$ cat src/rtl/adc_sample_ctrl_pkg.sv
// Shared types and default constants for the ADC sampling sequencer.
package adc_sample_ctrl_pkg;

  localparam int ADC_W = 8;

  localparam int DEFAULT_DIV       = 500;
  localparam int DEFAULT_SETTLE    = 2;
  localparam int DEFAULT_AVG_LOG2  = 2;
  localparam logic [ADC_W-1:0] DEFAULT_ACTIVE_TH = 8'd100;
  localparam logic [ADC_W-1:0] DEFAULT_REST_TH   = 8'd60;

  typedef enum logic [2:0] {
    ST_IDLE,
    ST_CONV,
    ST_WAIT,
    ST_SAMPLE,
    ST_PUBLISH
  } state_e;

endpackage

$ cat src/rtl/sample_tick_div.sv
// Sample-rate divider: counts 0..DIV-1 while enabled and pulses tick on wrap.
module sample_tick_div #(
  parameter int DIV = 500
) (
  input  logic clock,
  input  logic ctrl_reset_n,
  input  logic enable,
  output logic tick
);

  localparam int CW = (DIV > 1) ? $clog2(DIV) : 1;
  localparam logic [CW-1:0] LAST = CW'(DIV - 1);

  logic [CW-1:0] count_q, count_d;

  // Dropping enable restarts the sample period from zero.
  always_comb begin
    count_d = count_q;
    tick    = 1'b0;
    if (!enable) begin
      count_d = '0;
    end else if (count_q == LAST) begin
      count_d = '0;
      tick    = 1'b1;
    end else begin
      count_d = count_q + 1'b1;
    end
  end

  always_ff @(posedge clock) begin
    if (!ctrl_reset_n) count_q <= '0;
    else               count_q <= count_d;
  end

endmodule

$ cat src/rtl/adc_sample_ctrl.sv
// ADC sequencer: paces conversions, averages 2^AVG_LOG2 samples, publishes with
// a ready/ack handshake and derives rest/active status with hysteresis.
module adc_sample_ctrl
  import adc_sample_ctrl_pkg::*;
#(
  parameter int DIV      = DEFAULT_DIV,
  parameter int SETTLE   = DEFAULT_SETTLE,
  parameter int AVG_LOG2 = DEFAULT_AVG_LOG2,
  parameter logic [ADC_W-1:0] ACTIVE_TH = DEFAULT_ACTIVE_TH,
  parameter logic [ADC_W-1:0] REST_TH   = DEFAULT_REST_TH
) (
  input  logic             clock,
  input  logic             ctrl_reset_n,
  input  logic             enable,
  input  logic [ADC_W-1:0] adc_in,
  input  logic             ack,
  output logic             adc_conv,
  output logic [ADC_W-1:0] sample_out,
  output logic             sample_ready,
  output logic             rest,
  output logic             active,
  output logic             overrun
);

  localparam int ACC_W = ADC_W + AVG_LOG2;
  localparam int CNT_W = (AVG_LOG2 > 0) ? AVG_LOG2 : 1;
  localparam int WCW   = (SETTLE > 1) ? $clog2(SETTLE) : 1;
  localparam logic [CNT_W-1:0] CNT_MAX   = CNT_W'((1 << AVG_LOG2) - 1);
  localparam logic [WCW-1:0]   WAIT_LAST = WCW'((SETTLE > 0) ? SETTLE - 1 : 0);

  logic tick;

  sample_tick_div #(.DIV(DIV)) u_tick_div (
    .clock        (clock),
    .ctrl_reset_n (ctrl_reset_n),
    .enable       (enable),
    .tick         (tick)
  );

  state_e           state_q, state_d;
  logic [ACC_W-1:0] acc_q, acc_d;
  logic [CNT_W-1:0] cnt_q, cnt_d;
  logic [WCW-1:0]   wait_q, wait_d;
  logic             adc_conv_q, adc_conv_d;
  logic [ADC_W-1:0] sample_out_q, sample_out_d;
  logic             sample_ready_q, sample_ready_d;
  logic             rest_q, rest_d;
  logic             active_q, active_d;
  logic             overrun_q, overrun_d;
  logic [ADC_W-1:0] avg;

  assign avg = ADC_W'(acc_q >> AVG_LOG2);

  // The ack clear is applied first so a coincident publish re-asserts ready.
  always_comb begin
    state_d        = state_q;
    acc_d          = acc_q;
    cnt_d          = cnt_q;
    wait_d         = wait_q;
    sample_out_d   = sample_out_q;
    sample_ready_d = sample_ready_q;
    rest_d         = rest_q;
    active_d       = active_q;
    overrun_d      = overrun_q;

    if (ack && sample_ready_q) sample_ready_d = 1'b0;

    if (!enable) begin
      state_d = ST_IDLE;
      acc_d   = '0;
      cnt_d   = '0;
      wait_d  = '0;
    end else begin
      case (state_q)
        ST_IDLE: begin
          if (tick) state_d = ST_CONV;
        end
        ST_CONV: begin
          wait_d  = '0;
          state_d = (SETTLE == 0) ? ST_SAMPLE : ST_WAIT;
        end
        ST_WAIT: begin
          if (wait_q == WAIT_LAST) state_d = ST_SAMPLE;
          else                     wait_d  = wait_q + 1'b1;
        end
        ST_SAMPLE: begin
          acc_d   = acc_q + ACC_W'(adc_in);
          cnt_d   = cnt_q + 1'b1;
          state_d = (cnt_q == CNT_MAX) ? ST_PUBLISH : ST_IDLE;
        end
        ST_PUBLISH: begin
          sample_out_d   = avg;
          sample_ready_d = 1'b1;
          if (sample_ready_q && !ack) overrun_d = 1'b1;
          acc_d   = '0;
          cnt_d   = '0;
          state_d = ST_IDLE;
          if (avg >= ACTIVE_TH) begin
            active_d = 1'b1;
            rest_d   = 1'b0;
          end else if (avg < REST_TH) begin
            active_d = 1'b0;
            rest_d   = 1'b1;
          end
        end
        default: state_d = ST_IDLE;
      endcase
    end

    adc_conv_d = (state_d == ST_CONV);
  end

  always_ff @(posedge clock) begin
    if (!ctrl_reset_n) begin
      state_q        <= ST_IDLE;
      acc_q          <= '0;
      cnt_q          <= '0;
      wait_q         <= '0;
      adc_conv_q     <= 1'b0;
      sample_out_q   <= '0;
      sample_ready_q <= 1'b0;
      rest_q         <= 1'b0;
      active_q       <= 1'b0;
      overrun_q      <= 1'b0;
    end else begin
      state_q        <= state_d;
      acc_q          <= acc_d;
      cnt_q          <= cnt_d;
      wait_q         <= wait_d;
      adc_conv_q     <= adc_conv_d;
      sample_out_q   <= sample_out_d;
      sample_ready_q <= sample_ready_d;
      rest_q         <= rest_d;
      active_q       <= active_d;
      overrun_q      <= overrun_d;
    end
  end

  assign adc_conv     = adc_conv_q;
  assign sample_out   = sample_out_q;
  assign sample_ready = sample_ready_q;
  assign rest         = rest_q;
  assign active       = active_q;
  assign overrun      = overrun_q;

endmodule
$ cat config.mk
export PLATFORM = sky130hd
export DESIGN_NAME = adc_sample_ctrl
export DESIGN_NICKNAME = d
export VERILOG_FILES = /design/src/rtl/adc_sample_ctrl_pkg.sv /design/src/rtl/sample_tick_div.sv /design/src/rtl/adc_sample_ctrl.sv
export SDC_FILE = /design/constraint.sdc
export NUM_CORES = 1
export LEC_CHECK = 0
export CELL_PAD_IN_SITES_DETAIL_PLACEMENT = 1
export CELL_PAD_IN_SITES_GLOBAL_PLACEMENT = 2
export CORE_UTILIZATION = 35
export CTS_CLUSTER_SIZE = 25
export DETAILED_ROUTE_END_ITERATION = 7
export HOLD_SLACK_MARGIN = 0.02
export PLACE_DENSITY = 0.79
export SYNTH_ARGS = -nofsm -noshare
export SYNTH_HDL_FRONTEND = slang
export SYNTH_SLANG_ARGS = --single-unit
$ cat constraint.sdc
create_clock -name clock -period 6 [get_ports clock]
set_input_delay 1.5 -clock clock [delete_from_list [all_inputs] [get_ports clock]]
set_output_delay 1.5 -clock clock [all_outputs]
set_load 0.02 [all_outputs]
After elaboration in Yosys (flattened, before gate mapping)
Index checks and enable logic that the tools add are counted.
{"block": "classes", "add_sub_neg": 4, "magnitude_cmp": 2, "n_eq_ne": 7, "mux": 18, "n_bitwise": 2, "n_reduce_logical": 12}
{"op": "$pmux W10 S2", "count": 1}
{"op": "$mux W3", "count": 4}
{"op": "$pmux W3 S4", "count": 1}
{"op": "$add A10 B8 Y10", "count": 1}
{"op": "$mux W1", "count": 10}
{"op": "$add A9 B1 Y9 const B", "count": 1}
{"op": "$eq A9 B9 Y1 const B", "count": 1}
{"op": "$ge A8 B7 Y1 const B", "count": 1}
{"op": "$lt A8 B6 Y1 const B", "count": 1}
{"op": "$eq A3 B1 Y1 const B", "count": 2}
{"op": "$eq A3 B2 Y1 const B", "count": 2}
{"op": "$reduce_and A3 Y1", "count": 2}
{"op": "$reduce_bool A2 Y1", "count": 3}
{"op": "$pmux W2 S2", "count": 1}
{"op": "$reduce_and A2 Y1", "count": 2}
{"op": "$eq A3 B3 Y1 const B", "count": 1}
{"op": "$logic_not A3 Y1", "count": 1}
{"op": "$reduce_or A3 Y1", "count": 1}
{"op": "$add A2 B1 Y2 const B", "count": 1}
{"op": "$eq A2 B2 Y1 const B", "count": 1}
{"op": "$logic_and A1 B1 Y1", "count": 2}
{"op": "$not A1 Y1", "count": 2}
{"op": "$pmux W1 S2", "count": 1}
{"op": "$add A1 B1 Y1 const B", "count": 1}
{"op": "$logic_not A1 Y1", "count": 1}
{"block": "word_totals", "ff_bits": 38, "inputBits": 12, "out_inout_bits": 13}

Longest topological paths before layout
Gate-level depths: netlist of the first run.
{"block": "depth", "depth_word": 7, "mapped_depth": 7, "mapped_depth_nobuf": 7}

Modules after synthesis
A second synthesis of the first run with hierarchy kept.
{"block": "hier_totals", "hier_cells": 211, "hier_area_um2": 1889.3}
{"module": "adc_sample_ctrl", "instances": 1, "cells_each": 164, "area_per_inst_um2": 1453.9}
{"module": "sample_tick_div", "instances": 1, "cells_each": 47, "area_per_inst_um2": 435.4}

Least setup slack after synthesis of the first run
Ideal clock, no wire load.
{"block": "synth_path", "kind": "in2reg", "start": "input port adc_in[0]", "end": "register acc_q[8]", "t_arrival_ps": 2966, "t_required_ps": 5928, "slack_ps": 2962, "path_stages": 7, "n_path_buf": 0, "path_cell_list": "ha_1 > fa_1 > a21o_1 > a221oi_2 > a21oi_1 > o21ai_2 > mux2i_1"}
{"block": "synth_via", "elab_chain_cells": 2}
{"item": "start, declared", "line_no": "adc_sample_ctrl.sv:15", "rtl": "input logic [ADC_W-1:0] adc_in,"}
{"item": "$add A10 B8 Y10", "line_no": "adc_sample_ctrl.sv:87", "rtl": "acc_d = acc_q + ACC_W'(adc_in);"}
{"item": "$pmux W10 S2", "line_no": "adc_sample_ctrl.sv:74", "rtl": "case (state_q)"}
{"item": "end signal, assigned", "line_no": "adc_sample_ctrl.sv:116", "rtl": "acc_q <= '0;"}
{"item": "end signal, assigned", "line_no": "adc_sample_ctrl.sv:127", "rtl": "acc_q <= acc_d;"}
{"item": "end, declared", "line_no": "adc_sample_ctrl.sv:41", "rtl": "logic [ACC_W-1:0] acc_q, acc_d;"}
Every way passes these cells.
A chain may end at the register's enable or synchronous reset.

Worst setup path after layout of the first run
Same ends and word-level chain as after synthesis.

==> flow_metrics.py, run 1 <==
metrics = {
    "critical_path": {
        "worstPathRequired_ns": 6.22,
        "critPathArrivalTime_ns": 3.52,
        "crit_path_end_kind": "flip-flop",
        "crit_type": "in -> reg",
        "cp-start-kind": "input pin",
        "crit_fanout": 2,
    },
    "global_route": {
        "grt_max_degree": 15,
        "grt_overflow_total": 0,
        "grt_pass1_vias": 1533,
        "antenna_found_initial": 0,
        "grt_use_total": 0.170,
        "grt_pass1_wl_um": 6980,
    },
    "clocking": {
        "path_clk_slew_ns": 0.08,
        "cts_resized": 0,
        "root_buffer": "clkbuf_8",
        "max-clock-path-buffers": 2,
        "cts_tree": "built",
        "cts_made_buffers": 5,
        "clkSinkCount": 38,
        "cts_max_level": 2,
        "cts_setup_buffers": 0,
        "cts_hold_buffers": 0,
        "clk_latency_ns": 0.29,
    },
    "floorplanning": {
        "pin_count": 25,
        "die-area_um2": 5380,
        "row_count": 25,
        "fp.dieH_um": 73.4,
        "core_um2": 4820,
        "start_util": 0.370,
        "die_w_um": 73.4,
    },
    "final_layout": {
        "final_nets": 243,
        "area_growth_pct": 21.6,
        "diodes": 0,
        "final_util": 0.450,
        "final_cells": 288,
        "drive_gt1_frac": 0.0588,
    },
    "timing": {
        "rsz0062_at_grt": "no",
        "period_minus_slack_ns": 3.30,
        "setup_viol": 0,
        "hold_violations": 0,
        "setup_tns_ns": 0,
        "timing.fmax_ghz": 0.303,
        "maxSlewViolCount": 0,
        "finalCritPeriodShare": 0.550,
        "slew_headroom": 0.451,
        "tightest_slew_ns": 0.820,
        "fin_skew_ns": 0.00661,
    },
    "route": {
        "antenna_left": 0,
        "routedWlPerCell_um": 14.2,
        "drtIter0Drc": 49,
        "drc": 0,
        "wl_um": 4080,
        "firstDrtPassIters": 4,
        "avgViaCountPerCell": 5.08,
        "vias": 1463,
    },
    "logic_synthesis": {
        "yosysUniqueCellTypes": 40,
        "synth_top_cell_by_area": "dfxtp_1",
        "synth.avg_cell_area_um2": 9.19,
        "ys_seq_elements": 38,
        "synth_nets": 217,
        "netlist_instances": 194,
        "synth_top_area_share": 0.427,
        "yosys-top-cells-count": "38 x dfxtp_1, 27 x nand2_1, 20 x nor2_1",
        "netlist_area_um2": 1780,
        "ys_warn_count": 0,
        "async_flop_share": 0,
        "synth_edf_count": 0,
        "ys_seq_area_frac": 0.427,
        "synthFlopType": "dfxtp_1",
        "yosysMostFrequentCell": "dfxtp_1",
        "synth_area_leaders": "dfxtp_1 43%, ha_1 7.0%, nand2_1 5.7%",
    },
    "power_and_ir_drop": {
        "power_density_nw_per_um2": 211,
        "vdd_drop_max_mv": 0.0944,
        "finalPower_mw": 0.457,
        "leakage_nw": 0.819,
    },
    "place": {
        "dp_cells": 280,
        "dpl.hpwl_um": 3090,
        "gp_congestion": 0.842,
        "io_buffers": 24,
    },
    "run_status": {
        "status": "complete, no violations",
    },
    "flow_run": {
        "drv_cap": 0,
    },
    "min_path": {
        "min_path_type": "reg -> reg",
    },
}
## final cells by class
type / count / area [um^2]
Tap cell: 67 / 83.8
Clock buffer: 7 / 86.3
Fill cell: 581 / 2650
Timing Repair Buffer: 24 / 240
Sequential cell: 38 / 761
Clock inverter: 1 / 5.00
Inverter: 3 / 11.3
Multi-Input combinational cell: 148 / 981
## stage by stage
step / hold slack [ns] / worst slack (ns) / area, um^2
floorplan: 0.430 / 2.96 / 1780
global placement: 0.440 / 2.44 / 2080
detailed placement: 0.446 / 2.40 / 2080
CTS: 0.457 / 2.70 / 2170
global route: 0.489 / 2.52 / 2170
finish: 0.453 / 2.70 / 2170
## power by group
group / switching, mW / internal, mW
sequential: 0.000598 / 0.253
clock: 0.0886 / 0.0928
combinational: 0.0111 / 0.0115
total: 0.100 / 0.357
## state kept, by name, indices dropped and copies added, names as in the netlist
name and flops:
active 1, acc_q 10, overrun 1, u_tick_div.count_q 9, state_q 3, sample_out 8, sample_ready 1, adc_conv 1
wait_q 1, rest 1, cnt_q 2
## routing by layer
metal	vias to the layer above	part of all wire	track usage
li1	735	-	-
met1	697	0.47	0.205
met2	29	0.48	0.300
met3	2	0.042	0.0425
met4	0	0.0064	0.0449
met5	-	0	0
## kinds of logic after synthesis
kind of cell,Yosys count,synth area share
and+or+nand+nor,78,0.211
AOI/OAI and AO/OA,42,0.172
DFF,38,0.427
xor gates and xnor gates,13,0.0639
adders and majority gates,11,0.0814
buffers and inverters,8,0.0232
muxes,4,0.0225
## worst max-delay path: stages
cell and delay, ns:
clkdlybuf4s50_1 0.40, ha_1 0.22, fa_1 0.40, a21o_1 0.23, a221oi_2 0.31, a21oi_1 0.13
o21ai_2 0.14, mux2i_1 0.18
## placed cells by master (no fill, tap or decap), drive strengths merged, types with 2 or more instances in the layout
master / instances
nor2b: 2
ha: 10
nor2: 20
a32o: 3
a21oi: 9
mux2i: 4
a21boi: 9
xor2: 5
and2: 3
nand2b: 2
o21ai: 5
nor3b: 2
and3: 5
nand2: 27
clkbuf: 7
a21o: 3
nand4: 2
nand3: 9
inv: 3
xnor2: 8
a22oi: 4
o211ai: 2
dfxtp: 38
or3: 2
clkdlybuf4s50: 24
## worst paths after layout
path                 start       endpoint  slack [ns]  depth (start not counted)
min          sample_out[6]  sample_out[6]        0.45                          2
max              adc_in[0]       acc_q[8]        2.70                          8
max reg2reg     state_q[0]       acc_q[4]        3.94                          4
min reg2reg  sample_out[6]  sample_out[6]        0.45                          2
(Power assumes the default switching activity.)
==> run 2: changes to the inputs <==
--- a/config.mk
+++ b/config.mk
@@ -7,11 +7,11 @@
 export LEC_CHECK = 0
 export CELL_PAD_IN_SITES_DETAIL_PLACEMENT = 1
 export CELL_PAD_IN_SITES_GLOBAL_PLACEMENT = 2
-export CORE_UTILIZATION = 35
+export CORE_UTILIZATION = 30
 export CTS_CLUSTER_SIZE = 25
 export DETAILED_ROUTE_END_ITERATION = 7
 export HOLD_SLACK_MARGIN = 0.02
-export PLACE_DENSITY = 0.79
+export PLACE_DENSITY = 0.72
 export SYNTH_ARGS = -nofsm -noshare
 export SYNTH_HDL_FRONTEND = slang
 export SYNTH_SLANG_ARGS = --single-unit
==> constraint.sdc (replaced) <==
create_clock -name clock -period 3 [get_ports clock]
set_input_delay 0.75 -clock clock [delete_from_list [all_inputs] [get_ports clock]]
set_output_delay 0.75 -clock clock [all_outputs]
set_load 0.02 [all_outputs]
==> run 2 against run 1 <==
Against the previous run: design area increased by 0.98%; sequential power rose by 100%; critical path depth unchanged; sequential cell count stayed put; power up 100%; utilization down 6.0 points; non-clock buffer count increased by 2; register-to-register slack worse by 2.9 ns; via count up 1.1%; clock power grew 99%; die area up 16%; worst setup slack lost 2.3 ns; critical endpoint unchanged; largest power group unchanged; highest routed layer unchanged.
==> flow_metrics.py, run 2 (synthesis gave the netlist of run 1 again) <==
metrics = {
    "run_status": {
        "status": "complete, no violations",
    },
    "global_route": {
        "grt_use_total": 0.144,
        "grt_overflow_total": 0,
        "grt_pass1_wl_um": 7020,
        "grt_max_degree": 14,
        "antenna_found_initial": 0,
        "grt_pass1_vias": 1510,
    },
    "timing": {
        "slew_headroom": 0.518,
        "period_minus_slack_ns": 2.55,
        "finalCritPeriodShare": 0.851,
        "hold_violations": 0,
        "holdWs_ns": 0.458,
        "timing.fmax_ghz": 0.392,
        "setup_viol": 0,
        "setup_tns_ns": 0,
        "maxSlewViolCount": 0,
        "rsz0062_at_grt": "no",
        "fin_skew_ns": 0.00568,
        "tightest_slew_ns": 0.721,
        "fin_ws_ns": 0.448,
    },
    "power_and_ir_drop": {
        "power_density_nw_per_um2": 417,
        "leakage_nw": 0.829,
        "finalPower_mw": 0.914,
        "vdd_drop_max_mv": 0.174,
    },
    "route": {
        "routedWlPerCell_um": 14.0,
        "avgViaCountPerCell": 5.01,
        "drc": 0,
        "firstDrtPassIters": 4,
        "antenna_left": 0,
        "vias": 1479,
        "drtIter0Drc": 48,
        "wl_um": 4140,
    },
    "clocking": {
        "root_buffer": "clkbuf_8",
        "cts_resized": 0,
        "clk_latency_ns": 0.28,
        "cts_tree": "built",
        "max-clock-path-buffers": 2,
        "cts_hold_buffers": 0,
        "cts_max_level": 2,
        "path_clk_slew_ns": 0.07,
        "cts_setup_buffers": 0,
        "clkSinkCount": 38,
        "cts_made_buffers": 5,
    },
    "critical_path": {
        "reg2reg_from": "acc_q[0]",
        "worstPathRequired_ns": 3.22,
        "crit_fanout": 2,
        "crit_start": "adc_in[0]",
        "crit_type": "in -> reg",
        "critPathArrivalTime_ns": 2.77,
        "cp-start-kind": "input pin",
        "crit_path_end_kind": "flip-flop",
    },
    "final_layout": {
        "final_cells": 295,
        "fill_cells": 680,
        "mostFrequentLayoutCells": "38 x dfxtp_1, 27 x nand2_1, 24 x clkdlybuf4s50_1, 20 x nor2_1, 10 x ha_1",
        "ff_latch_area_um2": 761,
        "final_nets": 245,
        "drive_gt1_frac": 0.0673,
        "regMostFlops": "acc_q",
        "multi_input_area_um2": 981,
        "largest_register_ffs": 10,
        "final_common_cell": "dfxtp_1",
        "fin_area_um2": 2190,
        "diodes": 0,
        "final_util": 0.390,
        "area_growth_pct": 22.8,
    },
    "place": {
        "gp_congestion": 0.886,
        "dp_slack_ns": 0.171,
        "dp_cells": 287,
        "io_buffers": 24,
        "dpl-instance-area_um2": 2100,
        "dpl.hpwl_um": 3280,
    },
    "min_path": {
        "min_path_type": "reg -> reg",
        "worstHoldStart": "sample_out[5]",
    },
    "floorplanning": {
        "die-area_um2": 6260,
        "pin_count": 25,
        "row_count": 27,
        "core_um2": 5610,
        "die_w_um": 79.1,
        "start_util": 0.318,
        "fp.dieH_um": 79.1,
    },
    "flow_run": {
        "drv_cap": 0,
    },
}
## run 2: final cells by class
type	count	share of cell area
flip-flops and latches	38	0.347
clock buffers	7	0.0394
clock inverters	1	0.00229
inverters	3	0.00514
well taps	72	0.0411
multi-input cells	148	0.448
repair buffers	26	0.117
## run 2: worst max-delay path, stage by stage
cell and delay [ns]:
clkdlybuf4s50_1 0.40, ha_1 0.22, fa_1 0.40, a21o_1 0.22, a221oi_2 0.32, a21oi_1 0.13
o21ai_2 0.14, mux2i_1 0.18
## run 2: path summary, 6_finish.rpt
check | cells past startpoint | endpoint | slack (ns)
worst max-delay path | 8 | acc_q[8] | 0.45
worst min-delay path | 2 | sample_out[5] | 0.46
worst max register to register | 7 | acc_q[8] | 1.02
worst min register to register | 2 | sample_out[5] | 0.46
## run 2: where the power goes
| group | total (mW) | switching, mW | internal, mW | leakage (nW) |
|---|---|---|---|---|
| registers | 0.506 | 0.00114 | 0.505 | 0.306 |
| logic | 0.0464 | 0.0226 | 0.0238 | 0.475 |
| clock network | 0.361 | 0.176 | 0.185 | 0.0482 |
## run 2: metal layers
metal / part of all wire / track usage / vias up
met4: 0.012 / 0.0382 / 0
met3: 0.033 / 0.0345 / 6
met1: 0.44 / 0.166 / 715
met2: 0.51 / 0.264 / 19
li1: - / - / 739
met5: 0 / 0 / -
==> run 3: changes to the inputs <==
--- a/config.mk
+++ b/config.mk
@@ -14,4 +14,5 @@
 export PLACE_DENSITY = 0.72
 export SYNTH_ARGS = -nofsm -noshare
 export SYNTH_HDL_FRONTEND = slang
+export SYNTH_HIERARCHICAL = 1
 export SYNTH_SLANG_ARGS = --single-unit
==> run 3 against run 2 <==
Against the previous run: die area increased by 5.8%; synthesized area increased by 6.0%; non-clock buffer count unchanged; utilization decreased by 0.78 points; sequential power about the same; sequential share of layout area decreased by 1.6 points; critical path depth unchanged; power increased by 1.8%; worst setup slack got worse by 0.14 ns; combinational power increased by 6.5%; count of clock-buffer cells in the layout unchanged; sequential cell count unchanged.
==> flow_metrics.py, run 3 <==
metrics = {
    "floorplanning": {
        "core_um2": 5990,
        "start_util": 0.315,
        "die_w_um": 81.4,
        "row_count": 28,
        "pin_count": 25,
        "fp.dieH_um": 81.4,
        "die-area_um2": 6620,
    },
    "timing": {
        "fin_ws_ns": 0.312,
        "maxSlewViolCount": 0,
        "finalCritPeriodShare": 0.896,
        "hold_violations": 0,
        "period_minus_slack_ns": 2.69,
        "holdWs_ns": 0.465,
        "fin_skew_ns": 0.00786,
        "timing.fmax_ghz": 0.372,
        "setup_tns_ns": 0,
        "rsz0062_at_grt": "no",
        "tightest_slew_ns": 0.594,
        "setup_viol": 0,
        "slew_headroom": 0.604,
    },
    "logic_synthesis": {
        "netlist_instances": 211,
        "ys_warn_count": 6,
        "synth_edf_count": 0,
        "ys_seq_elements": 38,
        "netlist_area_um2": 1890,
        "yosys-top-cells-count": "38 x dfxtp_1, 24 x nand2_1, 18 x nor2_1",
        "synth_area_leaders": "dfxtp_1 40%, ha_1 7.3%, nand2_1 4.8%",
        "ys_seq_area_frac": 0.403,
        "synthFlopType": "dfxtp_1",
        "yosysUniqueCellTypes": 53,
        "async_flop_share": 0,
        "synth_top_area_share": 0.403,
        "synth_top_cell_by_area": "dfxtp_1",
        "synth.avg_cell_area_um2": 8.95,
        "yosysMostFrequentCell": "dfxtp_1",
        "synth_nets": 235,
    },
    "power_and_ir_drop": {
        "finalPower_mw": 0.930,
        "combPwrFrac": 0.053,
        "pwr-share-clk": 0.402,
        "vdd_drop_max_mv": 0.126,
        "netSwitchingFraction": 0.231,
        "switching_power_mw": 0.215,
        "p_seq_frac": 0.545,
        "power_density_nw_per_um2": 406,
        "leakage_nw": 0.845,
        "intPower_mw": 0.715,
    },
    "min_path": {
        "hold_depth": 2,
        "min_path_type": "reg -> reg",
        "worstHoldStart": "sample_out[0]",
        "hold_end": "sample_out[0]",
    },
    "final_layout": {
        "final_common_cell": "dfxtp_1",
        "mostFrequentLayoutCells": "38 x dfxtp_1, 24 x nand2_1, 24 x clkdlybuf4s50_1, 18 x nor2_1",
        "fill_cells": 692,
        "fin_area_um2": 2290,
        "regMostFlops": "acc_q",
        "drive_gt1_frac": 0.0840,
        "largest_register_ffs": 10,
        "final_nets": 261,
        "final_cells": 313,
        "final_util": 0.383,
        "diodes": 0,
        "area_growth_pct": 21.3,
    },
    "place": {
        "gp_congestion": 0.769,
        "dp_cells": 305,
        "dpl.hpwl_um": 3260,
        "dp_slack_ns": 0.0328,
        "io_buffers": 24,
        "dpl-instance-area_um2": 2200,
    },
    "run_status": {
        "status": "complete, no violations",
    },
    "critical_path": {
        "crit_fanout": 3,
        "critPathArrivalTime_ns": 2.88,
        "r2r_cells": 7,
        "rrSetupSlack_ns": 0.87,
        "reg2reg_from": "acc_q[0]",
        "crit_path_end_kind": "flip-flop",
        "cp-start-kind": "input pin",
        "crit_type": "in -> reg",
        "reg2reg_to": "acc_q[8]",
        "worstPathRequired_ns": 3.19,
    },
    "clocking": {
        "cts_made_buffers": 5,
        "clkSinkCount": 38,
        "cts_max_level": 2,
        "cts_resized": 0,
        "cts_hold_buffers": 0,
        "path_clk_slew_ns": 0.08,
        "cts_setup_buffers": 0,
        "cts_tree": "built",
        "max-clock-path-buffers": 2,
        "root_buffer": "clkbuf_8",
        "clk_latency_ns": 0.30,
    },
    "route": {
        "drtIter0Drc": 33,
        "routedWlPerCell_um": 14.4,
        "firstDrtPassIters": 4,
        "vias": 1581,
        "drc": 0,
        "antenna_left": 0,
        "wl_um": 4500,
        "avgViaCountPerCell": 5.05,
    },
    "global_route": {
        "antenna_found_initial": 0,
        "grt_max_degree": 15,
        "grt_overflow_total": 0,
        "grt_pass1_wl_um": 7640,
        "grt_use_total": 0.154,
        "grt_pass1_vias": 1535,
    },
    "flow_run": {
        "drv_cap": 0,
    },
}
run 3: cell type report:
type	count	area, um^2	share of cell area
sequential	38	761	0.332
multi-input combinational	161	1070	0.468
inverter	5	18.8	0.00819
clock inverter	1	5.00	0.00218
clock buffer	7	86.3	0.0377
timing repair buffer	26	255	0.111
tap	75	93.8	0.0409
run 3: layer usage:
layer | GRT usage | share of wire | up-vias | wire, um
li1 | - | - | 810 | -
met1 | 0.213 | 0.54 | 746 | 2410
met2 | 0.229 | 0.43 | 18 | 1910
met3 | 0.0371 | 0.026 | 7 | 115
met4 | 0.0536 | 0.014 | 0 | 61
met5 | 0 | 0 | - | 0
run 3: cells by family after synthesis:
logic type,share of synthesized area
compound gates,0.209
xor+xnor,0.0371
fa+ha+maj,0.0834
buf+inv,0.0298
flops,0.403
mux,0.0106
simple gates,0.228
run 3: critical path, cell delays in order:
cell and delay, ns:
clkdlybuf4s50_1 0.40, ha_1 0.22, fa_1 0.44, a211oi_2 0.30, nor3_1 0.10, a2111oi_2 0.40, o2111ai_1 0.17, o41ai_1 0.09
run 3: how the worst max path moves through the flow:
stage          cells after the start  endpoint  startpoint
2_1_floorplan                      7  acc_q[8]   adc_in[0]
3_3_place_gp                       8  acc_q[8]   adc_in[0]
3_5_place_dp                       8  acc_q[8]   adc_in[0]
4_1_cts                            8  acc_q[8]   adc_in[0]
5_1_grt                            8  acc_q[8]   adc_in[0]
6_report                           8  acc_q[8]   adc_in[0]
run 3: power groups by stage:
| stage | clock network, mW | logic (mW) | registers [mW] |
|---|---|---|---|
| floorplan | 0 | 0.0240 | 0.519 |
| finish | 0.374 | 0.0494 | 0.507 |
| global route | 0.412 | 0.0554 | 0.507 |
| global placement | 0 | 0.0501 | 0.519 |
| detailed placement | 0 | 0.0500 | 0.519 |
| CTS | 0.391 | 0.0502 | 0.507 |
==> edit, RTL diff (flow settings as in run 3) <==
Encoding of `state_e`: now one-hot (5 bits for 5 states).
--- a/src/rtl/adc_sample_ctrl_pkg.sv
+++ b/src/rtl/adc_sample_ctrl_pkg.sv
@@ -11,8 +11,8 @@
 
-  typedef enum logic [2:0] {
-    ST_IDLE,
-    ST_CONV,
-    ST_WAIT,
-    ST_SAMPLE,
-    ST_PUBLISH
+  typedef enum logic [4:0] {
+    ST_IDLE    = 5'b00001,
+    ST_CONV    = 5'b00010,
+    ST_WAIT    = 5'b00100,
+    ST_SAMPLE  = 5'b01000,
+    ST_PUBLISH = 5'b10000
   } state_e;
Behaviour: no difference found for any inputs over 10 cycles, from zero or initial values and one cycle with ctrl_reset_n low; not proved beyond that.
==> edit against run 3 <==
Via count up 7.2%; die area increased by 7.0%; area after synthesis is 7.2% higher; largest power group unchanged; sequential cell count up 2; worst setup slack better by 0.12 ns; highest routed layer unchanged; design area increased by 8.3%; global-route usage decreased by 0.088 points; total power up 13%; wire length rose by 8.5%; clock skew up 0.0028 ns.
==> edit: results (changes against run 3) <==
outcome finished clean; Hold Crit Endpoint rest$_SDFFE_PN0P_; Pint 829 uW (+16%); fill cell count 753 (+8.8%); cell count after synthesis 230 (+9.0%); vias in the first global route 1773 (+16%); met3 WL post-DR 126 um (+9.6%); met2 GRT Util 26.4% (+3.5 points); VDD IR max 0.180 mV (+43%); vias per cell 5.01 (-0.72%); GRT Total Usage 15.3% (-0.088 points); Worst Reg-to-Reg Cells 8 (+1); crit path DAT 2.79 ns (-0.09 ns); via count 1695 (+7.2%); seq pwr 533 uW (+5.1%); final WL 4.89 mm (+8.5%); post-place setup slack 0.140 ns (+0.107 ns); Max stage delay on crit path 0.46 ns (+0.02 ns); first-pass GRT wire length 8.58 mm (+12%); DR iter-0 viols 18 (-45%); Reg2Reg Setup Slack 1.03 ns (+0.16 ns); Placement Cell Area 2360 sq um (+7.3%); placed cell count 330 (+8.2%); syn nets 254 (+8.1%); layout cell share with drive strength beyond 1 8.05% (-0.36 points); Util after Layout 38.7% (+0.39 points); met3 usage 3.24% (-0.46 points); M1 wire length 2.39 mm (-0.75%)
-- edit: cell count changes after synthesis, sizes merged, moves of 3 or more --
cell	before	now
a21oi	14	18
nand2	25	17
a21boi	9	2
a22oi	6	2
mux2i	2	8
inv	5	10
nor2	19	24
clkbuf	5	2
nor2b	2	9
-- edit: cell type report --
class                   count  area share (%)
inverters                  10            1.51
well taps                  77            3.88
clock inverters             2            1.56
multi-input cells         175            46.6
flip-flops and latches     40            32.3
clock buffers               6            3.33
repair buffers             28            10.9
-- edit: cells by family (layout without fill, tap and decap cells) --
family | Yosys count | after routing | share of synthesized area, %
multiplexers | 8 | 8 | 3.95
AO/OA/AOI/OAI | 52 | 52 | 16.6
adder cells (fa/ha/maj) | 12 | 12 | 7.78
buffers and inverters | 15 | 46 | 3.40
AND/OR/NAND/NOR | 95 | 95 | 25.3
flip-flops | 40 | 40 | 39.5
XOR/XNOR | 8 | 8 | 3.46
